--- src/rtl/pintador_pkg.sv ---
// rtl/pintador_pkg.sv - shared types and constants for the quadrant colour painter
package pintador_pkg;

    typedef enum logic [1:0] {
        ST_IDLE  = 2'd0,
        ST_ARB   = 2'd1,
        ST_RUN   = 2'd2,
        ST_CLEAR = 2'd3
    } sched_state_t;

    localparam logic [2:0] SEC_NONE = 3'b000;
    localparam logic [2:0] SEC_Q1   = 3'b001;
    localparam logic [2:0] SEC_Q2   = 3'b010;
    localparam logic [2:0] SEC_Q3   = 3'b011;
    localparam logic [2:0] SEC_Q4   = 3'b100;

    localparam int H_CENTRO = 320;
    localparam int V_CENTRO = 240;

    // Quadrant index 0..3 maps onto section codes 1..4.
    function automatic logic [2:0] sec_code(input logic [1:0] idx);
        return {1'b0, idx} + 3'd1;
    endfunction

endpackage

--- src/rtl/rr_arbiter4.sv ---
// rtl/rr_arbiter4.sv - combinational 4-way round-robin pick starting at ptr
module rr_arbiter4 (
    input  logic [3:0] req,
    input  logic [1:0] ptr,
    output logic [1:0] grant,
    output logic       valid
);

    logic [1:0] idx;

    // Walk offsets from farthest to nearest so the nearest set bit wins.
    always_comb begin
        grant = 2'd0;
        valid = 1'b0;
        idx   = 2'd0;
        for (int i = 3; i >= 0; i--) begin
            idx = ptr + 2'(i);
            if (req[idx]) begin
                grant = idx;
                valid = 1'b1;
            end
        end
    end

endmodule

--- src/rtl/seccion_scheduler.sv ---
// rtl/seccion_scheduler.sv - frame-aligned round-robin scheduler for quadrant animation
module seccion_scheduler
    import pintador_pkg::*;
#(
    parameter int DWELL_FRAMES = 30,
    parameter int TICK_DIV     = 4
) (
    input  logic       clk,
    input  logic       reset,
    input  logic       frame_start,
    input  logic       enable,
    input  logic [3:0] req,
    input  logic       clear_req,
    output logic [2:0] seccion_actual,
    output logic       color_tick,
    output logic       reset_color,
    output logic       busy
);

    localparam int FW = $clog2(DWELL_FRAMES + 1);
    localparam int TW = $clog2(TICK_DIV + 1);
    localparam logic [FW-1:0] DWELL_LAST = FW'(DWELL_FRAMES);
    localparam logic [TW-1:0] TICK_LAST  = TW'(TICK_DIV);

    sched_state_t  state, state_n;
    logic [1:0]    ptr, ptr_n;
    logic [1:0]    grant, grant_n;
    logic [FW-1:0] frame_cnt, frame_n, frame_inc;
    logic [TW-1:0] tick_cnt, tick_n, tick_inc;
    logic          clear_pend, pend_n;
    logic [2:0]    sec_n;
    logic          tick_n_o, rc_n, busy_n;
    logic          clear_now;
    logic [1:0]    arb_grant;
    logic          arb_valid;

    rr_arbiter4 u_arb (
        .req   (req),
        .ptr   (ptr),
        .grant (arb_grant),
        .valid (arb_valid)
    );

    assign frame_inc = frame_cnt + FW'(1);
    assign tick_inc  = tick_cnt + TW'(1);
    // A clear arriving on the same cycle as frame_start is honoured immediately.
    assign clear_now = frame_start && (clear_pend || clear_req);

    always_comb begin
        state_n  = state;
        ptr_n    = ptr;
        grant_n  = grant;
        frame_n  = frame_cnt;
        tick_n   = tick_cnt;
        pend_n   = clear_pend || clear_req;
        sec_n    = seccion_actual;
        tick_n_o = 1'b0;
        rc_n     = 1'b0;

        case (state)
            ST_IDLE: begin
                sec_n = SEC_NONE;
                if (clear_now) begin
                    state_n = ST_CLEAR;
                    rc_n    = 1'b1;
                    pend_n  = 1'b0;
                end else if (frame_start && enable && (req != 4'd0)) begin
                    state_n = ST_ARB;
                end
            end
            ST_ARB: begin
                if (arb_valid) begin
                    grant_n = arb_grant;
                    sec_n   = sec_code(arb_grant);
                    frame_n = '0;
                    tick_n  = '0;
                    state_n = ST_RUN;
                end else begin
                    sec_n   = SEC_NONE;
                    state_n = ST_IDLE;
                end
            end
            ST_RUN: begin
                if (clear_now) begin
                    state_n = ST_CLEAR;
                    rc_n    = 1'b1;
                    pend_n  = 1'b0;
                    sec_n   = SEC_NONE;
                end else if (frame_start) begin
                    if (!req[grant] || !enable) begin
                        ptr_n   = grant + 2'd1;
                        sec_n   = SEC_NONE;
                        state_n = ST_IDLE;
                    end else begin
                        frame_n = frame_inc;
                        if (tick_inc == TICK_LAST) begin
                            tick_n_o = 1'b1;
                            tick_n   = '0;
                        end else begin
                            tick_n = tick_inc;
                        end
                        if (frame_inc == DWELL_LAST) begin
                            ptr_n = grant + 2'd1;
                            if (req != 4'd0) begin
                                state_n = ST_ARB;
                            end else begin
                                sec_n   = SEC_NONE;
                                state_n = ST_IDLE;
                            end
                        end
                    end
                end
            end
            ST_CLEAR: begin
                sec_n   = SEC_NONE;
                state_n = ST_IDLE;
            end
            default: begin
                sec_n   = SEC_NONE;
                state_n = ST_IDLE;
            end
        endcase

        busy_n = (state_n != ST_IDLE);
    end

    always_ff @(posedge clk or negedge reset) begin
        if (!reset) begin
            state          <= ST_IDLE;
            ptr            <= 2'd0;
            grant          <= 2'd0;
            frame_cnt      <= '0;
            tick_cnt       <= '0;
            clear_pend     <= 1'b0;
            seccion_actual <= SEC_NONE;
            color_tick     <= 1'b0;
            reset_color    <= 1'b0;
            busy           <= 1'b0;
        end else begin
            state          <= state_n;
            ptr            <= ptr_n;
            grant          <= grant_n;
            frame_cnt      <= frame_n;
            tick_cnt       <= tick_n;
            clear_pend     <= pend_n;
            seccion_actual <= sec_n;
            color_tick     <= tick_n_o;
            reset_color    <= rc_n;
            busy           <= busy_n;
        end
    end

endmodule

--- config.mk ---
export PLATFORM = sky130hd
export DESIGN_NAME = seccion_scheduler
export DESIGN_NICKNAME = d
export VERILOG_FILES = /design/src/rtl/pintador_pkg.sv /design/src/rtl/rr_arbiter4.sv /design/src/rtl/seccion_scheduler.sv
export SDC_FILE = /design/constraint.sdc
export NUM_CORES = 1
export LEC_CHECK = 0
export ABC_AREA = 0
export BUFFER_PORTS_ARGS = -buffer_cell sky130_fd_sc_hd__buf_2
export CORE_UTILIZATION = 40
export DETAILED_ROUTE_END_ITERATION = 6
export GPL_TIMING_DRIVEN = 0
export PLACE_DENSITY = 0.56
export SETUP_SLACK_MARGIN = 0.1
export SLEW_MARGIN = 20
export SYNTH_ARGS = -nofsm -noshare
export SYNTH_HDL_FRONTEND = slang
export SYNTH_HIERARCHICAL = 1
export SYNTH_SLANG_ARGS = --single-unit
--- constraint.sdc ---
create_clock -name clk -period 1.95 [get_ports clk]
set_input_delay 0.195 -clock clk [delete_from_list [all_inputs] [get_ports clk]]
set_output_delay 0.195 -clock clk [all_outputs]
set_load 0.05 [all_outputs]
=== Word-level counts from Yosys, hierarchy flattened ===
Index checks and enable logic that the tools add are counted.

* Output and inout bits: 6
* Word-level logic and storage cells: 109
* Bits in registers: 21
* Input port bits: 9

* Eq/ne operators: 12
* Add/sub/neg operators: 7
* Reduce and logical (&&, ||, !) cells: 18
* Magnitude comparators: 5
* Multiplexer cells: 56
* Bitwise logic cells: 1

{| class="wikitable"
|+ Operators by type and width
! cell !! count
|-
| 3-bit two-way mux || 11
|-
| 2-bit two-way mux || 13
|-
| 5-bit two-way mux || 4
|-
| 1-bit two-way mux || 19
|-
| 2-bit by 3-bit < comparator with 1-bit output, second input constant || 5
|-
| 1-bit binary-select mux with 2-bit select || 5
|-
| 5-bit one-hot mux with 2 select lines || 1
|-
| 3-bit one-hot mux with 3 select lines || 1
|-
| 2-bit inequality test, second input constant || 4
|-
| 4-bit inequality test, second input constant || 2
|-
| 2-bit one-hot mux with 4 select lines || 1
|-
| 3-bit one-hot mux with 2 select lines || 1
|-
| 2-bit nonzero test || 3
|-
| 5-bit by 1-bit adder with 5-bit output, second input constant || 1
|-
| 5-bit equality test, second input constant || 1
|-
| 5-bit AND reduction || 1
|-
| 2-bit by 1-bit adder with 2-bit output, second input constant || 2
|-
| 2-bit adder, second input constant || 2
|-
| 2-bit equality test, second input constant || 2
|-
| 4-bit AND reduction || 1
|-
| 4-bit nonzero test || 1
|-
| 2-bit OR reduction || 2
|-
| 2-bit by 1-bit adder with 3-bit output, second input constant || 1
|-
| 3-bit by 1-bit adder with 3-bit output, second input constant || 1
|-
| other kinds (10) || 14
|}

=== Logic depth before layout (Yosys ltp) ===
Gate-level depths: netlist (run 1).

* Depth in word-level cells: 10
* Gate-level depth with buffers: 7
* Depth with buffers taken out: 6

=== Cells and area by module ===
Netlist (run 1), hierarchy kept.

{| class="wikitable"
|+ Modules (own cells, without submodules)
! module !! area each (µm²) !! instances !! cells each !! seq. area each (µm²)
|-
| seccion_scheduler || 1,134.8 || 1 || 108 || 525.5
|-
| rr_arbiter4 || 77.6 || 1 || 13 || 0.0
|}

=== Worst setup path after synthesis (run 1) ===
Ideal clock, no wire load.

* Path kind: register to register
* Start: reg frame_cnt[0]
* End: reg ptr[1]
* Slack: 355 ps
* Library setup time: 128 ps
* Cell stages (with the launch flop): 6
* Arrival time: 1,468 ps
* Buffers on the path: 0
* Clock period less this slack: 1,595 ps
* Required time: 1,822 ps
* Cell sequence: dfrtp_1 > ha_1 > nand2b_1 > a211oi_2 > o31ai_2 > mux2_1

* Cells in the longest elaborated chain, start to end: 4

{| class="wikitable"
|+ Ends and longest elaborated chain
! element !! RTL line !! text
|-
| from (decl) || seccion_scheduler.sv:28 || <nowiki>logic [FW-1:0] frame_cnt, frame_n, frame_inc;</nowiki>
|-
| from (signal assigned) || seccion_scheduler.sv:143 || <nowiki>frame_cnt <= frame_n;</nowiki>
|-
| 5-bit by 1-bit adder with 5-bit output || seccion_scheduler.sv:44 || <nowiki>assign frame_inc = frame_cnt + FW'(1);</nowiki>
|-
| 5-bit equality test || seccion_scheduler.sv:102 || <nowiki>if (frame_inc == DWELL_LAST) begin</nowiki>
|-
| 2-bit nonzero test (no source line) || -- ||
|-
| 4-bit AND reduction (no source line) || -- ||
|-
| to (signal assigned) || seccion_scheduler.sv:141 || <nowiki>ptr <= ptr_n;</nowiki>
|-
| to (decl) || seccion_scheduler.sv:26 || <nowiki>logic [1:0] ptr, ptr_n;</nowiki>
|}

Every way passes these cells.
A chain may end at the register's enable or synchronous reset.

=== Worst setup path in the final report (run 1) ===
Ends and elaborated chain as after synthesis.

==> metrics.cfg, run 1 <==
[timing]
fin_skew_ns=0.00193
final_hold_viol_count=0
period_share=0.912
drv_slew=0
fmax_mhz=563
setup_viol=0
rsz0062_at_grt=no
worstMarginPinSlew_ns=0.463
finalSetupTns_ns=0
slew_headroom=0.687
period_minus_slack_ns=1.78

[yosys]
synth.largest_area_cell=dfrtp_1
synth_flop_cell=dfrtp_1
ys_async_sr_fraction=1.00
ys_seq_area_frac=0.433
synth_top_cell_area_share=0.433
synthTopCellsByCount=dfrtp_1 (21), nand2_1 (14), nor2_1 (10)
syn_area_per_cell_um2=10.0
syn_inst=121
ys_types=40
synth_nets=136
syn_area_um2=1210
ys_warn_count=6
synth.top_cells.by_area=dfrtp_1 (43%), ha_1 (6.2%), mux2i_1 (5.8%)
synth.most_common_cell=dfrtp_1
synth-edff-count=0
synth-seq-cells=21

[place]
gp_congestion=0.833
place_area_um2=1320
io_buffers=14
dp_hpwl_mm=1.86

[die]
die_area_um2=3260
fp.dieW_um=57.1
fp-row-count=19
die_h_um=57.1
initial_utilization=0.432
num_io_pins=15
core_area_um2=2810

[power]
power_frac_comb=0.386
power.density_nw_per_um2=1050
peakVddDrop_mv=0.388
switching_share=0.411
p_int_uw=855
p_sw_uw=596
clockPowerShare=0.151
leakagePower_nw=0.631
pwr-share-seq=0.463

[global_route]
grt_start_max_net_pins=22
grt-ovfl-total=0
grt_pass1_wl_mm=4.36
antenna_found_initial=0
grt_usage=0.173
grt_pass1_vias=905

[route]
viasPerCell=5.50
drc=2
drt_iter0_drc=59
drt-total-wl_mm=2.55
antenna_left=0
drtPass1Iterations=6
num_vias=941
wl_per_cell_um=14.9

[clocking]
clockRootBuffer=clkbuf_4
htree_levels=1
clk_path_buf_depth=2
worst_skew_pair.late_latency_ns=0.31
postCtsSetupBuffers=0
tritoncts=yes
clkTransAtPathRegs_ns=0.13
cts_buffers=3
clock-sinks=21

[run_status]
status=finished with violations
violations=design-rule violations

[setup_path]
r2r_cells=5
r2r_start=frame_cnt[0]$_DFFE_PN0P_
crit_path_start_kind=register
path_class=reg -> reg
cp_max_fo=6
rr_endpoint=ptr[1]$_DFFE_PN0P_
ff2ff_setup_slack_ns=0.17
crit_arrival_ns=1.98
cp-end-kind=register
critPathRequiredTime_ns=2.16

[cells_and_area]
fillCellCount=281
syn_to_final_growth_pct=14.0
nets=156
diodes=0
final_area_um2=1380
drive_above_1_share=0.221
seq_area_um2=526
multi_input_area_um2=664

[hold_path]
min_to=state[0]$_DFF_PN0_
hp-class=in -> reg
hp-start=frame_start
min_path_cells=3

[flow_run]
cap_violations=0

[power groups by stage]
stage	clock, mW	sequential [mW]	combinational (mW)
final	0.220	0.671	0.560
after global routing	0.246	0.693	0.629
after CTS	0.227	0.673	0.560
after detailed placement	0	0.683	0.556
after global placement	0	0.671	0.544
after floorplan	0	0.731	0.352
[cell type report]
| cell class | instances | share of cell area |
|---|---|---|
| clock inverters | 1 | 0.00362 |
| inverters | 7 | 0.0190 |
| multi-input cells | 90 | 0.481 |
| clock buffers | 3 | 0.0163 |
| repair buffers | 15 | 0.0579 |
| well taps | 31 | 0.0281 |
| flip-flops and latches | 21 | 0.380 |
| plain buffers | 3 | 0.0145 |
[state kept, by name (all words and copies together), names as in the netlist]
register and cells:
seccion_actual 3, clear_pend 1, busy 1, state 2, tick_cnt 3, grant 2, reset_color 1, frame_cnt 5
color_tick 1, ptr 2
[cell usage in the layout, fill, tap and decap left out, types with 3 or more instances in the layout]
master | netlist | final
dfrtp_1 | 21 | 21
buf_2 | 1 | 15
nand2_1 | 14 | 14
nor2_1 | 10 | 9
inv_1 | 7 | 7
nand2b_1 | 7 | 7
mux2i_1 | 7 | 7
ha_1 | 6 | 6
nand3_1 | 5 | 5
and3_1 | 3 | 3
clkbuf_4 | 0 | 3
[worst max-delay path: stages, from the launching register on]
cell	delay [ns]
dfrtp_1	0.47
ha_1	0.27
nand2b_1	0.21
a211oi_4	0.27
o31ai_4	0.13
mux2_1	0.32
[kinds of logic after synthesis]
group | Yosys count | synth area share
AO/OA/AOI/OAI | 23 | 0.166
XOR/XNOR | 2 | 0.0145
adder cells (fa/ha/maj) | 6 | 0.0619
AND/OR/NAND/NOR | 49 | 0.200
flip-flops | 21 | 0.433
buffers and inverters | 10 | 0.0382
multiplexers | 10 | 0.0857
[worst max-delay path by stage]
| stage | startpoint | endpoint | slack, ns |
|---|---|---|---|
| after global placement | clear_pend$_DFF_PN0_ | tick_cnt[1]$_DFFE_PN0P_ | 0.19 |
| after detailed placement | frame_cnt[0]$_DFFE_PN0P_ | ptr[1]$_DFFE_PN0P_ | 0.15 |
| after CTS | frame_cnt[0]$_DFFE_PN0P_ | ptr[1]$_DFFE_PN0P_ | 0.13 |
| after floorplan | frame_cnt[0]$_DFFE_PN0P_ | ptr[1]$_DFFE_PN0P_ | 0.35 |
| final | frame_cnt[0]$_DFFE_PN0P_ | ptr[1]$_DFFE_PN0P_ | 0.17 |
| after global routing | frame_cnt[0]$_DFFE_PN0P_ | ptr[1]$_DFFE_PN0P_ | 0.11 |
[repair_timing]
action | CTS | global route
gates resized for setup | 0 | 4
hold endpoints to repair | 21 | 0
endpoints found under the setup margin | 0 | 4
hold buffers | 1 | 0
[per-stage QoR]
| step | utilization | cells | total power, mW | worst slack, ns | hold WS, ns |
|---|---|---|---|---|---|
| 4_1_cts | 0.484 | 171 | 1.46 | 0.129 | 0.207 |
| 3_3_place_gp | 0.471 | 166 | 1.22 | 0.187 | 0.179 |
| 2_1_floorplan | - | 121 | 1.08 | 0.355 | -0.101 |
| 5_1_grt | 0.493 | 171 | 1.57 | 0.108 | 0.225 |
| 3_5_place_dp | 0.471 | 166 | 1.24 | 0.150 | 0.183 |
| 6_report | 0.493 | 171 | 1.45 | 0.172 | 0.214 |
[metal layers]
metal	vias up	GRT usage	share of wire
met1	458	0.231	0.46
met2	10	0.292	0.52
met3	4	0.0204	0.015
met5	-	0	0
li1	469	-	-
met4	0	0.0627	0.011
(Power assumes the default switching activity.)
==> run 2, diff against run 1 <==
CORE_UTILIZATION = 42   (was 40)
PLACE_DENSITY = 0.58   (was 0.56)
==> metrics.cfg, run 2 (same netlist as run 1, synthesis figures left out) <==
[route]
drt-total-wl_mm=2.35
drt_iter0_drc=17
viasPerCell=5.62
wl_per_cell_um=13.7
drtPass1Iterations=4
antenna_left=0
num_vias=961
drc=0

[clocking]
htree_levels=1
clkTransAtPathRegs_ns=0.12
postCtsSetupBuffers=0
tritoncts=yes
worst_skew_pair.late_latency_ns=0.31
clock-sinks=21
clockRootBuffer=clkbuf_4
clk_path_buf_depth=2
cts_buffers=3

[setup_path]
r2r_cells=5
crit_arrival_ns=1.93
rr_endpoint=tick_cnt[1]$_DFFE_PN0P_
cp-end-kind=register
path_class=reg -> reg
cp_max_fo=10
critPathRequiredTime_ns=2.16
r2r_start=state[1]$_DFF_PN0_
crit_path_start_kind=register
ff2ff_setup_slack_ns=0.23

[global_route]
antenna_found_initial=0
grt-ovfl-total=0
grt_pass1_wl_mm=3.98
grt_pass1_vias=879
grt_usage=0.163
grt_start_max_net_pins=22

[hold_path]
min_path_cells=3
hp-start=frame_start
min_to=state[0]$_DFF_PN0_
hp-class=in -> reg

[timing]
finalSetupTns_ns=0
fin_skew_ns=0.00527
whs_ns=0.215
final_hold_viol_count=0
drv_slew=0
period_minus_slack_ns=1.72
period_share=0.884
rsz0062_at_grt=no
fmax_mhz=580
setup_viol=0
slew_headroom=0.691
worstMarginPinSlew_ns=0.463

[cells_and_area]
final_area_um2=1380
largestRegisters=frame_cnt (5), seccion_actual (3), tick_cnt (3)
diodes=0
syn_to_final_growth_pct=14.1
final-instance-count-excl-fill=171
regMostFlops=frame_cnt
final_common_cell=dfrtp_1
largest_reg_flops=5
mostFrequentLayoutCells=dfrtp_1 (20), buf_2 (15), nand2_1 (14)
drive_above_1_share=0.229
nets=156

[flow_run]
cap_violations=0

[power]
power.density_nw_per_um2=1040
leakagePower_nw=0.630
power.total_mw=1.44
peakVddDrop_mv=0.668

[die]
initial_utilization=0.443
fp-row-count=19
die_h_um=55.7
die_area_um2=3110
num_io_pins=15
core_area_um2=2730
fp.dieW_um=55.7

[place]
gp_congestion=0.785
io_buffers=14
dp_hpwl_mm=1.77
place_area_um2=1320
dp.cells=166

[run_status]
status=finished, final reports clean

## run 2: worst max-delay path by stage
stage | endpoint | cells past startpoint | from
final | tick_cnt[1]$_DFFE_PN0P_ | 5 | state[1]$_DFF_PN0_
after detailed placement | tick_cnt[1]$_DFFE_PN0P_ | 4 | clear_pend$_DFF_PN0_
after floorplan | ptr[1]$_DFFE_PN0P_ | 5 | frame_cnt[0]$_DFFE_PN0P_
after CTS | tick_cnt[1]$_DFFE_PN0P_ | 4 | clear_pend$_DFF_PN0_
after global routing | ptr[1]$_DFFE_PN0P_ | 5 | frame_cnt[0]$_DFFE_PN0P_
after global placement | tick_cnt[1]$_DFFE_PN0P_ | 4 | clear_pend$_DFF_PN0_
## run 2: layer usage
metal  wire length (um)  part of all wire  global-route usage  vias to the layer above
li1                   -                 -                   -                      469
met1               1080              0.46               0.212                      461
met2               1140              0.48               0.269                       24
met3                 90             0.038              0.0279                        7
met4                 44             0.019              0.0643                        0
met5                  0                 0                   0                        -
## run 2: critical path: stages (launching register included)
cell,delay [ns]
dfrtp_1,0.45
nor2b_1,0.15
buf_2,0.21
nand3_1,0.16
o21ai_4,0.28
mux2_2,0.37
## run 2: final cells by class
class	count	area (um^2)
Fill cell	259	1350
Buffer	3	20.0
Sequential cell	21	527
Inverter	7	26.3
Tap cell	31	38.8
Multi-Input combinational cell	90	664
Clock inverter	1	5.00
Clock buffer	3	22.5
Timing Repair Buffer	15	80.1
## run 2: where the power goes
| part | switching (mW) | internal, mW | total, mW | leakage [nW] |
|---|---|---|---|---|
| registers | 0.119 | 0.546 | 0.665 | 0.273 |
| clock network | 0.139 | 0.0767 | 0.216 | 0.0177 |
| logic | 0.323 | 0.235 | 0.558 | 0.340 |
| total | 0.581 | 0.858 | 1.44 | 0.630 |
## run 2: repair_timing
item / in CTS / in global routing
hold buffers: 1 / 0
hold endpoints to repair: 21 / 0
setup endpoints to repair: 0 / 3
resized for setup: 0 / 5
## run 2: stage by stage
| stage | util | worst slack [ns] |
|---|---|---|
| after global placement | 0.483 | 0.182 |
| after detailed placement | 0.483 | 0.171 |
| after CTS | 0.497 | 0.156 |
| after floorplan | - | 0.355 |
| final | 0.506 | 0.226 |
| after global routing | 0.506 | 0.122 |
==> run 3, diff against run 2 <==
CORE_ASPECT_RATIO = 0.9   (was not set)
==> metrics.cfg, run 3 (same netlist as run 1, synthesis figures left out) <==
[cells_and_area]
drive_above_1_share=0.221
largestRegisters=frame_cnt (5), seccion_actual (3), tick_cnt (3)
diodes=0
largest_reg_flops=5
syn_to_final_growth_pct=14.2
regMostFlops=frame_cnt
final_common_cell=dfrtp_1
nets=156
fillCellCount=282
mostFrequentLayoutCells=dfrtp_1 (20), buf_2 (15), nand2_1 (14)

[clocking]
worst_skew_pair.late_latency_ns=0.30
clock-sinks=21
cts_buffers=3
htree_levels=1
clk_path_buf_depth=2
clkTransAtPathRegs_ns=0.12
clockRootBuffer=clkbuf_4
tritoncts=yes

[global_route]
grt_usage=0.175
grt_pass1_vias=850
grt-ovfl-total=0
antenna_found_initial=0
grt_start_max_net_pins=22
grt_pass1_wl_mm=3.91

[timing]
final_hold_viol_count=0
setup_viol=0
slew_headroom=0.666
fmax_mhz=560
rsz0062_at_grt=no
worstMarginPinSlew_ns=0.495
drv_slew=0
fin_skew_ns=0.00386
finalSetupTns_ns=0
period_share=0.915
period_minus_slack_ns=1.78

[setup_path]
crit_arrival_ns=1.98
cp_max_fo=6
crit_path_start_kind=register
path_class=reg -> reg
cp-end-kind=register
critPathRequiredTime_ns=2.15

[route]
antenna_left=0
drt-total-wl_mm=2.38
viasPerCell=5.09
drtPass1Iterations=4
drc=0
drt_iter0_drc=16
wl_per_cell_um=13.2
num_vias=916

[power]
power.total_mw=1.43
power.density_nw_per_um2=1040
peakVddDrop_mv=0.496
leakagePower_nw=0.626

[run_status]
status=finished, final reports clean

[die]
initial_utilization=0.441
fp-row-count=18
die_h_um=53.0
die_area_um2=3110
num_io_pins=15
fp.dieW_um=58.6
core_area_um2=2750

[flow_run]
cap_violations=0

[place]
dp_hpwl_mm=1.74
io_buffers=14
gp_congestion=0.740

[hold_path]
hp-class=in -> reg

-- run 3: cell count changes in the layout (fill, tap and decap cells not counted), sizes merged --
cell	previous run	this run
clkbuf	4	5
clkinv	1	0
-- run 3: what timing repair did --
item	CTS	global route
hold endpoints to repair	21	0
hold buffers	1	0
gates resized for setup	0	4
buffers inserted	0	0
setup endpoints to repair	0	3
-- run 3: layout make-up --
type / instances / area [um^2] / share of cell area
tap: 40 / 50.0 / 0.0361
sequential: 21 / 527 / 0.380
inverter: 7 / 26.3 / 0.0190
clock buffer: 4 / 26.3 / 0.0190
multi-input combinational: 90 / 656 / 0.473
timing repair buffer: 15 / 80.1 / 0.0578
buffer: 3 / 20.0 / 0.0145
-- run 3: routing by layer --
metal | up-vias | share of wire | track usage
li1 | 471 | - | -
met1 | 430 | 0.54 | 0.250
met2 | 13 | 0.43 | 0.259
met3 | 2 | 0.028 | 0.0293
met4 | 0 | 0.0063 | 0.0714
met5 | - | 0 | 0
-- run 3: worst paths after layout --
check | cells past startpoint | startpoint | slack, ns | to
max in group asynchronous | 2 | reset | 1.25 | frame_cnt[1]$_DFFE_PN0P_
min in group asynchronous | 2 | reset | 0.36 | frame_cnt[3]$_DFFE_PN0P_
worst max register to register | 5 | frame_cnt[0]$_DFFE_PN0P_ | 0.17 | ptr[1]$_DFFE_PN0P_
worst min-delay path | 4 | req[0] | 0.22 | grant[0]$_DFFE_PN0P_
worst max-delay path | 5 | frame_cnt[0]$_DFFE_PN0P_ | 0.17 | ptr[1]$_DFFE_PN0P_
worst min register to register | 1 | tick_cnt[0]$_DFFE_PN0P_ | 0.50 | tick_cnt[0]$_DFFE_PN0P_
-- run 3: through the flow --
stage / instance area (um^2) / utilization / setup slack (ns) / cells / hold slack [ns]
floorplan: 1210 / - / 0.355 / 121 / -0.101
global placement: 1330 / 0.485 / 0.196 / 175 / 0.176
detailed placement: 1330 / 0.485 / 0.201 / 175 / 0.179
CTS: 1370 / 0.498 / 0.186 / 180 / 0.219
global route: 1390 / 0.504 / 0.0991 / 180 / 0.228
finish: 1390 / 0.504 / 0.165 / 180 / 0.223
-- run 3: critical path, cell delays in order (launching register included) --
cell and delay [ns]:
dfrtp_1 0.47, ha_1 0.24, nand2b_1 0.20, a211oi_4 0.06, o31ai_2 0.35, mux2_1 0.35
-- run 3: power breakdown --
group	total, mW	internal [mW]	switching [mW]
Combinational	0.553	0.233	0.321
Clock	0.212	0.0797	0.132
Sequential	0.669	0.547	0.123
Total	1.43	0.859	0.576
